<file path="src/rtl/serial_word_loader_pkg.sv">
// serial_word_loader_pkg: shared types and helpers for serial_word_loader.
//   state_t    - FSM states (PARITY is only reachable when
//                SERIAL_WORD_LOADER_PARITY_EN is defined)
//   STATE_W    - state encoding width
//   cnt_width  - bit-counter width able to hold the value w
package serial_word_loader_pkg;

  localparam int unsigned STATE_W = 2;

  typedef enum logic [STATE_W-1:0] {
    IDLE   = 2'd0,
    SHIFT  = 2'd1,
    PARITY = 2'd2,
    LOAD   = 2'd3
  } state_t;

  function automatic int unsigned cnt_width(input int unsigned w);
    return $clog2(w + 1);
  endfunction

endpackage

</file>
<file path="src/rtl/serial_word_loader.sv">
// serial_word_loader: serial-to-parallel deserializer feeding a Register.
// Assembles p_WIDTH bits (first bit flagged by i_Start) and presents the word
// on o_D with a one-cycle o_Load strobe.
//
// Optional feature macro: SERIAL_WORD_LOADER_PARITY_EN
//   defined   -> one extra even-parity bit follows the data; a mismatch
//                produces a one-cycle o_Error instead of o_Load.
//   undefined -> no parity stage, o_Error tied low.
//
// Ports:
//   i_Clk    - clock, rising edge
//   i_Rst    - asynchronous reset, active low
//   i_Serial - serial data bit (sampled when i_Valid=1)
//   i_Valid  - i_Serial carries a bit this cycle
//   i_Start  - with i_Valid: first bit of a frame (restarts a frame in progress)
//   o_D      - assembled word, held until the next completed frame or reset
//   o_Load   - one-cycle load strobe for the downstream Register
//   o_Busy   - frame in progress or being delivered
//   o_Error  - one-cycle parity-error strobe
module serial_word_loader
  import serial_word_loader_pkg::*;
#(
  parameter int unsigned p_WIDTH     = 32,
  parameter bit          p_MSB_FIRST = 1'b1
) (
  input  logic               i_Clk,
  input  logic               i_Rst,
  input  logic               i_Serial,
  input  logic               i_Valid,
  input  logic               i_Start,
  output logic [p_WIDTH-1:0] o_D,
  output logic               o_Load,
  output logic               o_Busy,
  output logic               o_Error
);

  localparam int unsigned    CW       = cnt_width(p_WIDTH);
  localparam logic [CW-1:0]  LAST_CNT = CW'(p_WIDTH - 1);

  state_t               r_state, w_state_nxt;
  logic [CW-1:0]        r_cnt, w_cnt_nxt;
  logic [p_WIDTH-1:0]   r_shift, w_shift_nxt;
  logic [p_WIDTH-1:0]   r_D, w_D_nxt;
  logic [p_WIDTH-1:0]   w_shift_cap, w_shift_fresh;

  function automatic logic [p_WIDTH-1:0] f_shift_in(input logic [p_WIDTH-1:0] v,
                                                    input logic b);
    if (p_MSB_FIRST) return {v[p_WIDTH-2:0], b};
    else             return {b, v[p_WIDTH-1:1]};
  endfunction

  assign w_shift_cap   = f_shift_in(r_shift, i_Serial);
  // A start bit always begins from an empty word, discarding any partial one.
  assign w_shift_fresh = f_shift_in('0, i_Serial);

`ifdef SERIAL_WORD_LOADER_PARITY_EN
  logic r_err, w_err_nxt;
  logic w_par_ok;
  assign w_par_ok = ~(^r_shift ^ i_Serial);
`endif

  always_ff @(posedge i_Clk or negedge i_Rst) begin
    if (!i_Rst) r_state <= IDLE;
    else        r_state <= w_state_nxt;
  end

  always_comb begin
    w_state_nxt = r_state;
    w_cnt_nxt   = r_cnt;
    w_shift_nxt = r_shift;
    w_D_nxt     = r_D;
`ifdef SERIAL_WORD_LOADER_PARITY_EN
    w_err_nxt   = 1'b0;
`endif
    case (r_state)
      IDLE: begin
        if (i_Valid && i_Start) begin
          w_shift_nxt = w_shift_fresh;
          w_cnt_nxt   = CW'(1);
          w_state_nxt = SHIFT;
        end
      end
      SHIFT: begin
        if (i_Valid) begin
          if (i_Start) begin
            w_shift_nxt = w_shift_fresh;
            w_cnt_nxt   = CW'(1);
          end else begin
            w_shift_nxt = w_shift_cap;
            w_cnt_nxt   = r_cnt + CW'(1);
            if (r_cnt == LAST_CNT) begin
`ifdef SERIAL_WORD_LOADER_PARITY_EN
              w_state_nxt = PARITY;
`else
              // o_D is updated on the final capture edge so it is already
              // valid during the LOAD cycle.
              w_D_nxt     = w_shift_cap;
              w_state_nxt = LOAD;
`endif
            end
          end
        end
      end
`ifdef SERIAL_WORD_LOADER_PARITY_EN
      PARITY: begin
        if (i_Valid) begin
          if (i_Start) begin
            w_shift_nxt = w_shift_fresh;
            w_cnt_nxt   = CW'(1);
            w_state_nxt = SHIFT;
          end else if (w_par_ok) begin
            w_D_nxt     = r_shift;
            w_state_nxt = LOAD;
          end else begin
            w_err_nxt   = 1'b1;
            w_cnt_nxt   = '0;
            w_state_nxt = IDLE;
          end
        end
      end
`endif
      LOAD: begin
        w_cnt_nxt   = '0;
        w_state_nxt = IDLE;
      end
      default: begin
        w_cnt_nxt   = '0;
        w_state_nxt = IDLE;
      end
    endcase
  end

  always_ff @(posedge i_Clk or negedge i_Rst) begin
    if (!i_Rst) begin
      r_cnt   <= '0;
      r_shift <= '0;
      r_D     <= '0;
`ifdef SERIAL_WORD_LOADER_PARITY_EN
      r_err   <= 1'b0;
`endif
    end else begin
      r_cnt   <= w_cnt_nxt;
      r_shift <= w_shift_nxt;
      r_D     <= w_D_nxt;
`ifdef SERIAL_WORD_LOADER_PARITY_EN
      r_err   <= w_err_nxt;
`endif
    end
  end

  assign o_D    = r_D;
  assign o_Load = (r_state == LOAD);
  assign o_Busy = (r_state != IDLE);
`ifdef SERIAL_WORD_LOADER_PARITY_EN
  assign o_Error = r_err;
`else
  assign o_Error = 1'b0;
`endif

endmodule

</file>
<file path="config.mk">
export PLATFORM = sky130hd
export DESIGN_NAME = serial_word_loader
export DESIGN_NICKNAME = d
export VERILOG_FILES = /design/src/rtl/serial_word_loader_pkg.sv /design/src/rtl/serial_word_loader.sv
export SDC_FILE = /design/constraint.sdc
export NUM_CORES = 1
export LEC_CHECK = 0
export BUFFER_PORTS_ARGS = -buffer_cell sky130_fd_sc_hd__buf_2
export CAP_MARGIN = 40
export CELL_PAD_IN_SITES_DETAIL_PLACEMENT = 0
export CELL_PAD_IN_SITES_GLOBAL_PLACEMENT = 2
export CORE_ASPECT_RATIO = 0.75
export CORE_UTILIZATION = 38
export CTS_CLUSTER_DIAMETER = 100
export DETAILED_ROUTE_END_ITERATION = 6
export HOLD_SLACK_MARGIN = 0.05
export PLACE_DENSITY = 0.85
export SYNTH_ARGS = -nofsm -noshare
export SYNTH_HDL_FRONTEND = slang
export SYNTH_SLANG_ARGS = --single-unit
export TNS_END_PERCENT = 10
</file>
<file path="constraint.sdc">
create_clock -name i_Clk -period 2.6 [get_ports i_Clk]
set_input_delay 0.26 -clock i_Clk [delete_from_list [all_inputs] [get_ports i_Clk]]
set_output_delay 0.26 -clock i_Clk [all_outputs]
set_load 0.02 [all_outputs]
</file>
==> flow_summary.json, run 1 <==
{
  "numCtsBuffers": 9,
  "p_leak_nw": 1.81,
  "start_util_pct": 39.3,
  "areaGrowthSynthToFinish_pct": 15.3,
  "syn-cell-area_um2": 3100,
  "hp-class": "in -> reg",
  "cts_sinks": 71,
  "drtIter0Drc": 63,
  "fin_skew_ns": 0.00701,
  "vias_per_cell": 5.03,
  "num_vias": 2037,
  "ant_nets": 0,
  "post-place-ws_ns": 0.577,
  "ys_warn_count": 0,
  "antenna_found_initial": 0,
  "synth_compound_area_share_pct": 11.8,
  "hold_viol": 0,
  "cts_resized": 0,
  "finalWeightedCongestion": 0.741,
  "cts-htree-levels": 3,
  "routed_wl_mm": 5.88,
  "synth_top_area_cell": "dfrtp_1",
  "clk_pin_slew_ns": 0.08,
  "synth_area_leaders": "dfrtp_1, mux2_4, o21ai_0",
  "crit_arrival_ns": 2.25,
  "ioPinCount": 40,
  "cts_setup_buffers": 0,
  "clock_latency_ns": 0.35,
  "final_cell_mix": "dfrtp_1, o21ai_0, buf_2, nand2_1, mux2_4",
  "synthXorXnorAreaFrac_pct": 0,
  "crit_type": "reg -> reg",
  "fmax_mhz": 495,
  "fin_area_um2": 3570,
  "cp_max_fo": 32,
  "die_w_um": 106,
  "die_h_um": 80.2,
  "cts_tree": "yes",
  "worst_slack_ns": 0.580,
  "drtPass1Iterations": 4,
  "grt_use_total_pct": 15.3,
  "die-area_um2": 8520,
  "grt_max_degree": 45,
  "clk_path_buf_depth": 2,
  "fin_nets": 301,
  "tns_ns": 0,
  "dr_wl_met2_mm": 2.64,
  "core_area_um2": 7880,
  "rsz0062_at_grt": "no",
  "drive_gt1_share_pct": 33.3,
  "synthSimpleGateAreaFrac_pct": 9.00,
  "grt_overflow": 0,
  "slew_viol_final": 0,
  "cts-root-buf": "clkbuf_8",
  "relSlewSlack_pct": 56.5,
  "synth_nets": 264,
  "vdd_drop_max_mv": 0.387,
  "final_common_cell": "dfrtp_1",
  "max_slew.worst_pin.slew_ns": 0.653,
  "synth_area_per_cell_um2": 12.0,
  "place_area_um2": 3340,
  "syn_inst": 258,
  "cp.required_ns": 2.83,
  "grt_pass1_wl_mm": 9.94,
  "wl_per_cell_um": 14.5,
  "top_layer_used": "met4",
  "setup_viol_count_final": 0,
  "post-route-period-util_pct": 77.7,
  "min_period_ns": 2.02,
  "p_per_area_nw_per_um2": 618,
  "fin_util_pct": 45.3,
  "wl_met1_mm": 2.91,
  "wl_met3_um": 268,
  "post-dp-hpwl_mm": 3.62,
  "start_kind": "register",
  "grt_pass1_vias": 1984,
  "ctsHoldBuffers": 1,
  "muxShareOfSynthArea_pct": 16.6,
  "portBuffers": 38,
  "yosysSeqAreaShare_pct": 57.3,
  "cap_violations": 0,
  "synth_top_family_by_area": "multiplexers",
  "postSynth.asyncResetShare_pct": 100,
  "endpoint_kind": "register",
  "synth-seq-cells": 71,
  "drc": 0,
  "rows": 28,
  "synth-edff-count": 0,
  "status": "completed",
  "ys_types": 32,
  "diodes": 0,
  "synth_flop_cell": "dfrtp_1",
  "synth-adder-area-share_pct": 0.404,
  "synth_top_cell_area_share_pct": 57.3
}
[per-layer routing]
metal	vias up	track usage, %
met4	0	4.72
met3	5	5.44
met5	-	0
met1	1026	20.3
met2	44	23.4
li1	962	-
[worst paths after layout]
check | from | to | slack [ns] | cells after the start
worst max register to register | r_cnt[0]$_DFFE_PN0P_ | o_D[30]$_DFFE_PN0P_ | 0.58 | 4
worst min-delay path | i_Serial | r_shift[0]$_DFFE_PN0P_ | 0.16 | 2
worst min register to register | r_shift[30]$_DFFE_PN0P_ | o_D[31]$_DFFE_PN0P_ | 0.50 | 1
max in group asynchronous | i_Rst | o_D[22]$_DFFE_PN0P_ | 1.46 | 3
min in group asynchronous | i_Rst | o_D[6]$_DFFE_PN0P_ | 0.47 | 2
worst max-delay path | r_cnt[0]$_DFFE_PN0P_ | o_D[30]$_DFFE_PN0P_ | 0.58 | 4
[cell type report]
class	count	area, µm²
repair buffers	45	258
inverters	2	7.51
fillers	759	4310
clock buffers	10	128
clock inverters	6	92.6
flip-flops and latches	71	1780
multi-input cells	166	1180
well taps	105	131
[stage by stage]
step	hold WS (ns)	power, mW	cells
5_1_grt	0.144	2.30	405
2_1_floorplan	-0.0356	1.20	258
4_1_cts	0.146	2.24	405
6_report	0.160	2.21	405
3_3_place_gp	0.314	1.25	388
3_5_place_dp	0.323	1.25	388
[state kept, by name, summed over array words and instances (netlist names)]
| signal | flops |
|---|---|
| r_state | 2 |
| r_cnt | 6 |
| o_D | 32 |
| r_shift | 31 |
[power breakdown]
group,internal (mW),switching [mW],total (mW)
combinational,0.0298,0.0653,0.0951
clock,0.547,0.432,0.980
sequential,1.12,0.0150,1.13
total,1.70,0.513,2.21
[kinds of logic (layout without fill, tap and decap cells)]
logic type,count (synthesis),in the layout
other,1,1
muxes,36,36
and+or+nand+nor,58,58
AOI/OAI and AO/OA,70,70
adders and majority gates,1,1
DFF,71,71
buffers and inverters,21,63
[cells in the mapped netlist, types with 3 or more instances]
cell,n
nand3_1,6
nand2_1,35
mux2i_1,3
o21ai_0,62
buf_12,3
dfrtp_1,71
mux2_4,30
nand2b_1,4
a21oi_1,3
mux2_2,3
clkbuf_1,13
[worst max-delay path: stages (launching register included)]
cell	delay [ns]
dfrtp_1	0.39
ha_1	0.19
nand3_1	0.12
or4_4	0.80
mux2_4	0.39
(Power assumes the default switching activity.)
==> inputs of run 2 (changes only) <==
Settings changed: CORE_UTILIZATION 38 to 35, PLACE_DENSITY 0.85 to 0.83.
Clock period 2.6 ns to 1.83 ns, I/O delays scaled along.
==> flow_summary.json, run 2 (same netlist as run 1, synthesis figures left out) <==
{
  "die_w_um": 111,
  "wl_per_cell_um": 14.9,
  "cp_slowest_stage_delay_ns": 0.61,
  "drc": 0,
  "violations": "negative setup slack",
  "cp_slowest_cell": "or4_4",
  "tns_ns": -0.141,
  "diodes": 0,
  "status": "finished with violations",
  "grt_overflow": 0,
  "place_area_um2": 3430,
  "clk_path_buf_depth": 2,
  "cts_tree": "yes",
  "hold_viol": 0,
  "clock_latency_ns": 0.33,
  "setup_viol_count_final": 19,
  "cap_violations": 0,
  "fin_area_um2": 3760,
  "grt_use_total_pct": 14.1,
  "post-dp-hpwl_mm": 3.70,
  "slew_viol_final": 0,
  "fin_skew_ns": 0.00636,
  "start_kind": "register",
  "largest_register_ffs": 32,
  "final_cell_mix": "dfrtp_1, o21ai_0, buf_2, nand2_1, mux2_4",
  "die_h_um": 83.5,
  "cts_sinks": 71,
  "crit_arrival_ns": 2.06,
  "grt_max_degree": 72,
  "post-route-period-util_pct": 101,
  "rows": 29,
  "cts-root-buf": "clkbuf_16",
  "areaGrowthSynthToFinish_pct": 21.4,
  "endpoint_kind": "register",
  "ant_nets": 0,
  "drive_gt1_share_pct": 36.0,
  "path_cells": "or2b_1 -> or4_4 -> clkbuf_16 -> mux2_4",
  "die-area_um2": 9240,
  "final_common_cell": "dfrtp_1",
  "cts_setup_buffers": 0,
  "antenna_found_initial": 0,
  "post-place-ws_ns": -0.00682,
  "grt_pass1_vias": 2013,
  "hp-class": "in -> reg",
  "drtPass1Iterations": 4,
  "routed_wl_mm": 6.26,
  "worst_slack_ns": -0.0164,
  "vias_per_cell": 4.88,
  "finalWeightedCongestion": 0.753,
  "fmax_mhz": 542,
  "rsz0062_at_grt": "yes",
  "num_vias": 2044,
  "ioPinCount": 40,
  "portBuffers": 38,
  "core_area_um2": 8530,
  "cp_max_fo": 7,
  "vdd_drop_max_mv": 0.458,
  "drtIter0Drc": 90,
  "cp.required_ns": 2.04,
  "grt_pass1_wl_mm": 10.2,
  "p_per_area_nw_per_um2": 903,
  "cts-htree-levels": 3,
  "p_leak_nw": 1.92,
  "crit_type": "reg -> reg",
  "min_period_ns": 1.85,
  "start_util_pct": 36.3,
  "numCtsBuffers": 9,
  "clk_pin_slew_ns": 0.06,
  "fin_nets": 312
}
## run 2: changes by cell type in the layout (fill, tap and decap cells not counted), sizes merged
cell,before,now
clkbuf,10,11
clkinv,0,4
bufinv,2,0
buf,44,54
inv,4,2
## run 2: path summary, 6_finish.rpt
check                                        startpoint             endpoint  slack [ns]  cells past startpoint
worst max-delay path               r_cnt[5]$_DFFE_PN0P_   o_D[3]$_DFFE_PN0P_       -0.02                      4
min in group asynchronous                         i_Rst   o_D[8]$_DFFE_PN0P_        0.40                      3
worst max register to register     r_cnt[5]$_DFFE_PN0P_   o_D[3]$_DFFE_PN0P_       -0.02                      4
max in group asynchronous                         i_Rst  o_D[29]$_DFFE_PN0P_        1.12                      3
worst min-delay path                           i_Serial   o_D[0]$_DFFE_PN0P_        0.10                      2
worst min register to register  r_shift[30]$_DFFE_PN0P_  o_D[31]$_DFFE_PN0P_        0.50                      1
## run 2: area by class of cell
class,instances,area (µm²)
clock buffers,10,239
clock inverters,6,46.3
fillers,799,4760
inverters,2,7.51
multi-input cells,166,1180
flip-flops and latches,71,1780
well taps,108,135
repair buffers,56,378
## run 2: where the power goes
| part | total [mW] | internal [mW] | switching [mW] |
|---|---|---|---|
| registers | 1.61 | 1.59 | 0.0198 |
| logic | 0.147 | 0.0504 | 0.0965 |
| clock network | 1.64 | 0.958 | 0.682 |
## run 2: layer usage
layer	up-vias	track usage (%)	wire, µm
li1	990	-	-
met1	1013	19.9	3230
met2	35	20.1	2740
met3	6	5.52	237
met4	0	3.64	51
met5	-	0	0
## run 2: per-stage QoR
step	instances	util, %	hold WS [ns]	power [mW]
floorplan	258	-	-0.113	1.71
global placement	400	40.2	0.235	1.79
detailed placement	400	40.2	0.239	1.79
CTS	417	43.7	0.0962	3.44
global route	419	44.1	0.0931	3.54
finish	419	44.1	0.101	3.40
## run 2: worst max-delay path, delay by kind of cell (launching register included)
kind	cells	cell delay, ns
buffers and inverters	1	0.21
DFF	1	0.38
muxes	1	0.29
and+or+nand+nor	2	0.85
## run 2: what timing repair did
item	CTS	global route
hold buffers	1	0
hold endpoints to repair	71	0
endpoints found under the setup margin	24	32
gates resized for setup	0	1
pin swaps	0	1
gates cloned	0	2
==> inputs of run 3 (changes only) <==
Settings changed: BUFFER_PORTS_ARGS -buffer_cell sky130_fd_sc_hd__buf_2 to unset, CORE_UTILIZATION 35 to 38, DONT_BUFFER_PORTS set to 1, PLACE_DENSITY 0.83 to 0.82.
==> flow_summary.json, run 3 (same netlist as run 1, synthesis figures left out) <==
{
  "post-dp-hpwl_mm": 3.57,
  "cts-htree-levels": 3,
  "hp-start": "i_Start",
  "finalPower_mw": 2.85,
  "p_per_area_nw_per_um2": 817,
  "portBuffers": 0,
  "rsz0062_at_grt": "yes",
  "multi_input_area_um2": 1200,
  "num_vias": 1901,
  "r2r_start": "r_cnt[5]$_DFFE_PN0P_",
  "rows": 28,
  "status": "completed",
  "slew_viol_final": 0,
  "cts_tree": "yes",
  "drc": 0,
  "min_period_ns": 1.82,
  "start_kind": "register",
  "final_common_cell": "dfrtp_1",
  "reg2reg_to": "o_D[13]$_DFFE_PN0P_",
  "cp_max_fo": 18,
  "crit_type": "reg -> reg",
  "hold_depth": 3,
  "fmax_mhz": 551,
  "hp-class": "in -> reg",
  "drtPass1Iterations": 4,
  "dp.cells": 360,
  "cts_sinks": 71,
  "worst_slack_ns": 0.0146,
  "areaGrowthSynthToFinish_pct": 12.6,
  "drive_gt1_share_pct": 26.9,
  "largest_register_ffs": 32,
  "regArea_um2": 1780,
  "wl_per_cell_um": 15.2,
  "routed_wl_mm": 5.76,
  "clk_path_buf_depth": 2,
  "ant_nets": 0,
  "r2r_setup_slack_ns": 0.01,
  "vdd_drop_max_mv": 0.319,
  "drtIter0Drc": 92,
  "grt_pass1_wl_mm": 9.82,
  "reg2regPathDepth": 4,
  "cp_slowest_cell": "or4_4",
  "die_h_um": 80.2,
  "fin_skew_ns": 0.00764,
  "critPathTopFamily": "simple AND/OR/NAND/NOR gates",
  "finalWeightedCongestion": 0.711,
  "cp_slowest_stage_delay_ns": 0.58,
  "grt_pass1_vias": 1897,
  "post-place-ws_ns": 0.0204,
  "core_area_um2": 7880,
  "grt_max_degree": 72,
  "vias_per_cell": 5.00,
  "die_w_um": 106,
  "hold_viol": 0,
  "antenna_found_initial": 0,
  "holdWs_ns": 0.129,
  "ioPinCount": 40,
  "start_util_pct": 39.3,
  "p_leak_nw": 1.67,
  "fillers": 731,
  "cp.required_ns": 2.07,
  "diodes": 0,
  "endpoint_kind": "register",
  "path_cells": "or2b_1 -> or4_4 -> buf_12 -> mux2_4",
  "die-area_um2": 8520,
  "setup_viol_count_final": 0,
  "clk_pin_slew_ns": 0.07,
  "grt_overflow": 0,
  "final_cell_mix": "dfrtp_1, o21ai_0, nand2_1, mux2_4, buf_4",
  "cts-root-buf": "clkbuf_8",
  "cap_violations": 0,
  "crit_arrival_ns": 2.05,
  "fin_nets": 277,
  "critPathBufInv": 1,
  "post-route-period-util_pct": 99.2,
  "grt_use_total_pct": 15.1,
  "clock_latency_ns": 0.35,
  "numCtsBuffers": 9,
  "final_cell_count_no_fill": 380,
  "hold_path_end": "r_cnt[5]$_DFFE_PN0P_",
  "tns_ns": 0
}
==> run 3: cell count changes in the layout (fill, tap and decap cells not counted), sizes merged <==
cell and delta:
inv +1, clkinv -1, dlygate4sd3 +3, clkinvlp -1, clkbuf -1, buf -37
==> run 3: worst reg2reg max path, cell delays in order (launching register included) <==
cell and delay (ns):
dfrtp_1 0.39, or2b_1 0.24, or4_4 0.58, buf_12 0.19, mux2_4 0.31
==> run 3: metal layers <==
layer / wire length [µm] / track usage [%] / vias up / part of all wire (%)
li1: - / - / 916 / -
met3: 347 / 6.66 / 7 / 6.0
met4: 57 / 4.58 / 0 / 0.99
met2: 2460 / 21.6 / 46 / 43
met5: 0 / 0 / - / 0
met1: 2900 / 20.5 / 932 / 50
==> run 3: cell type report <==
cell class,count,share of cell area (%)
inverter,2,0.215
sequential,71,50.9
multi-input combinational,166,34.3
clock buffer,10,3.66
clock inverter,5,1.00
tap,105,3.76
timing repair buffer,21,6.10
==> run 3: power breakdown <==
part | switching (mW) | total [mW] | internal [mW]
Combinational | 0.0987 | 0.164 | 0.0657
Sequential | 0.0200 | 1.61 | 1.59
Clock | 0.590 | 1.08 | 0.486
Total | 0.708 | 2.85 | 2.14
==> run 3: worst max path at each step <==
| stage | endpoint | cells past startpoint | start | slack, ns |
|---|---|---|---|---|
| 3_3_place_gp | o_D[15]$_DFFE_PN0P_ | 4 | r_cnt[5]$_DFFE_PN0P_ | 0.03 |
| 6_report | o_D[13]$_DFFE_PN0P_ | 4 | r_cnt[5]$_DFFE_PN0P_ | 0.01 |
| 4_1_cts | o_D[3]$_DFFE_PN0P_ | 4 | r_cnt[5]$_DFFE_PN0P_ | 0.006 |
| 2_1_floorplan | o_D[10]$_DFFE_PN0P_ | 5 | r_cnt[4]$_DFFE_PN0P_ | -0.0002 |
| 5_1_grt | o_D[22]$_DFFE_PN0P_ | 5 | r_cnt[0]$_DFFE_PN0P_ | -0.02 |
| 3_5_place_dp | o_D[5]$_DFFE_PN0P_ | 4 | r_cnt[5]$_DFFE_PN0P_ | 0.02 |
==> run 3: stage by stage <==
stage	instance area [µm²]	util, %
2_1_floorplan	3100	-
3_3_place_gp	3240	41.1
3_5_place_dp	3240	41.1
4_1_cts	3430	43.6
5_1_grt	3490	44.3
6_report	3490	44.3
==> run 3: timing repair <==
item / 4_1_cts / 5_1_grt
buffers inserted: 0 / 0
endpoints found under the hold margin: 76 / 71
endpoints found under the setup margin: 0 / 32
resized for setup: 0 / 3
hold buffers: 3 / 2
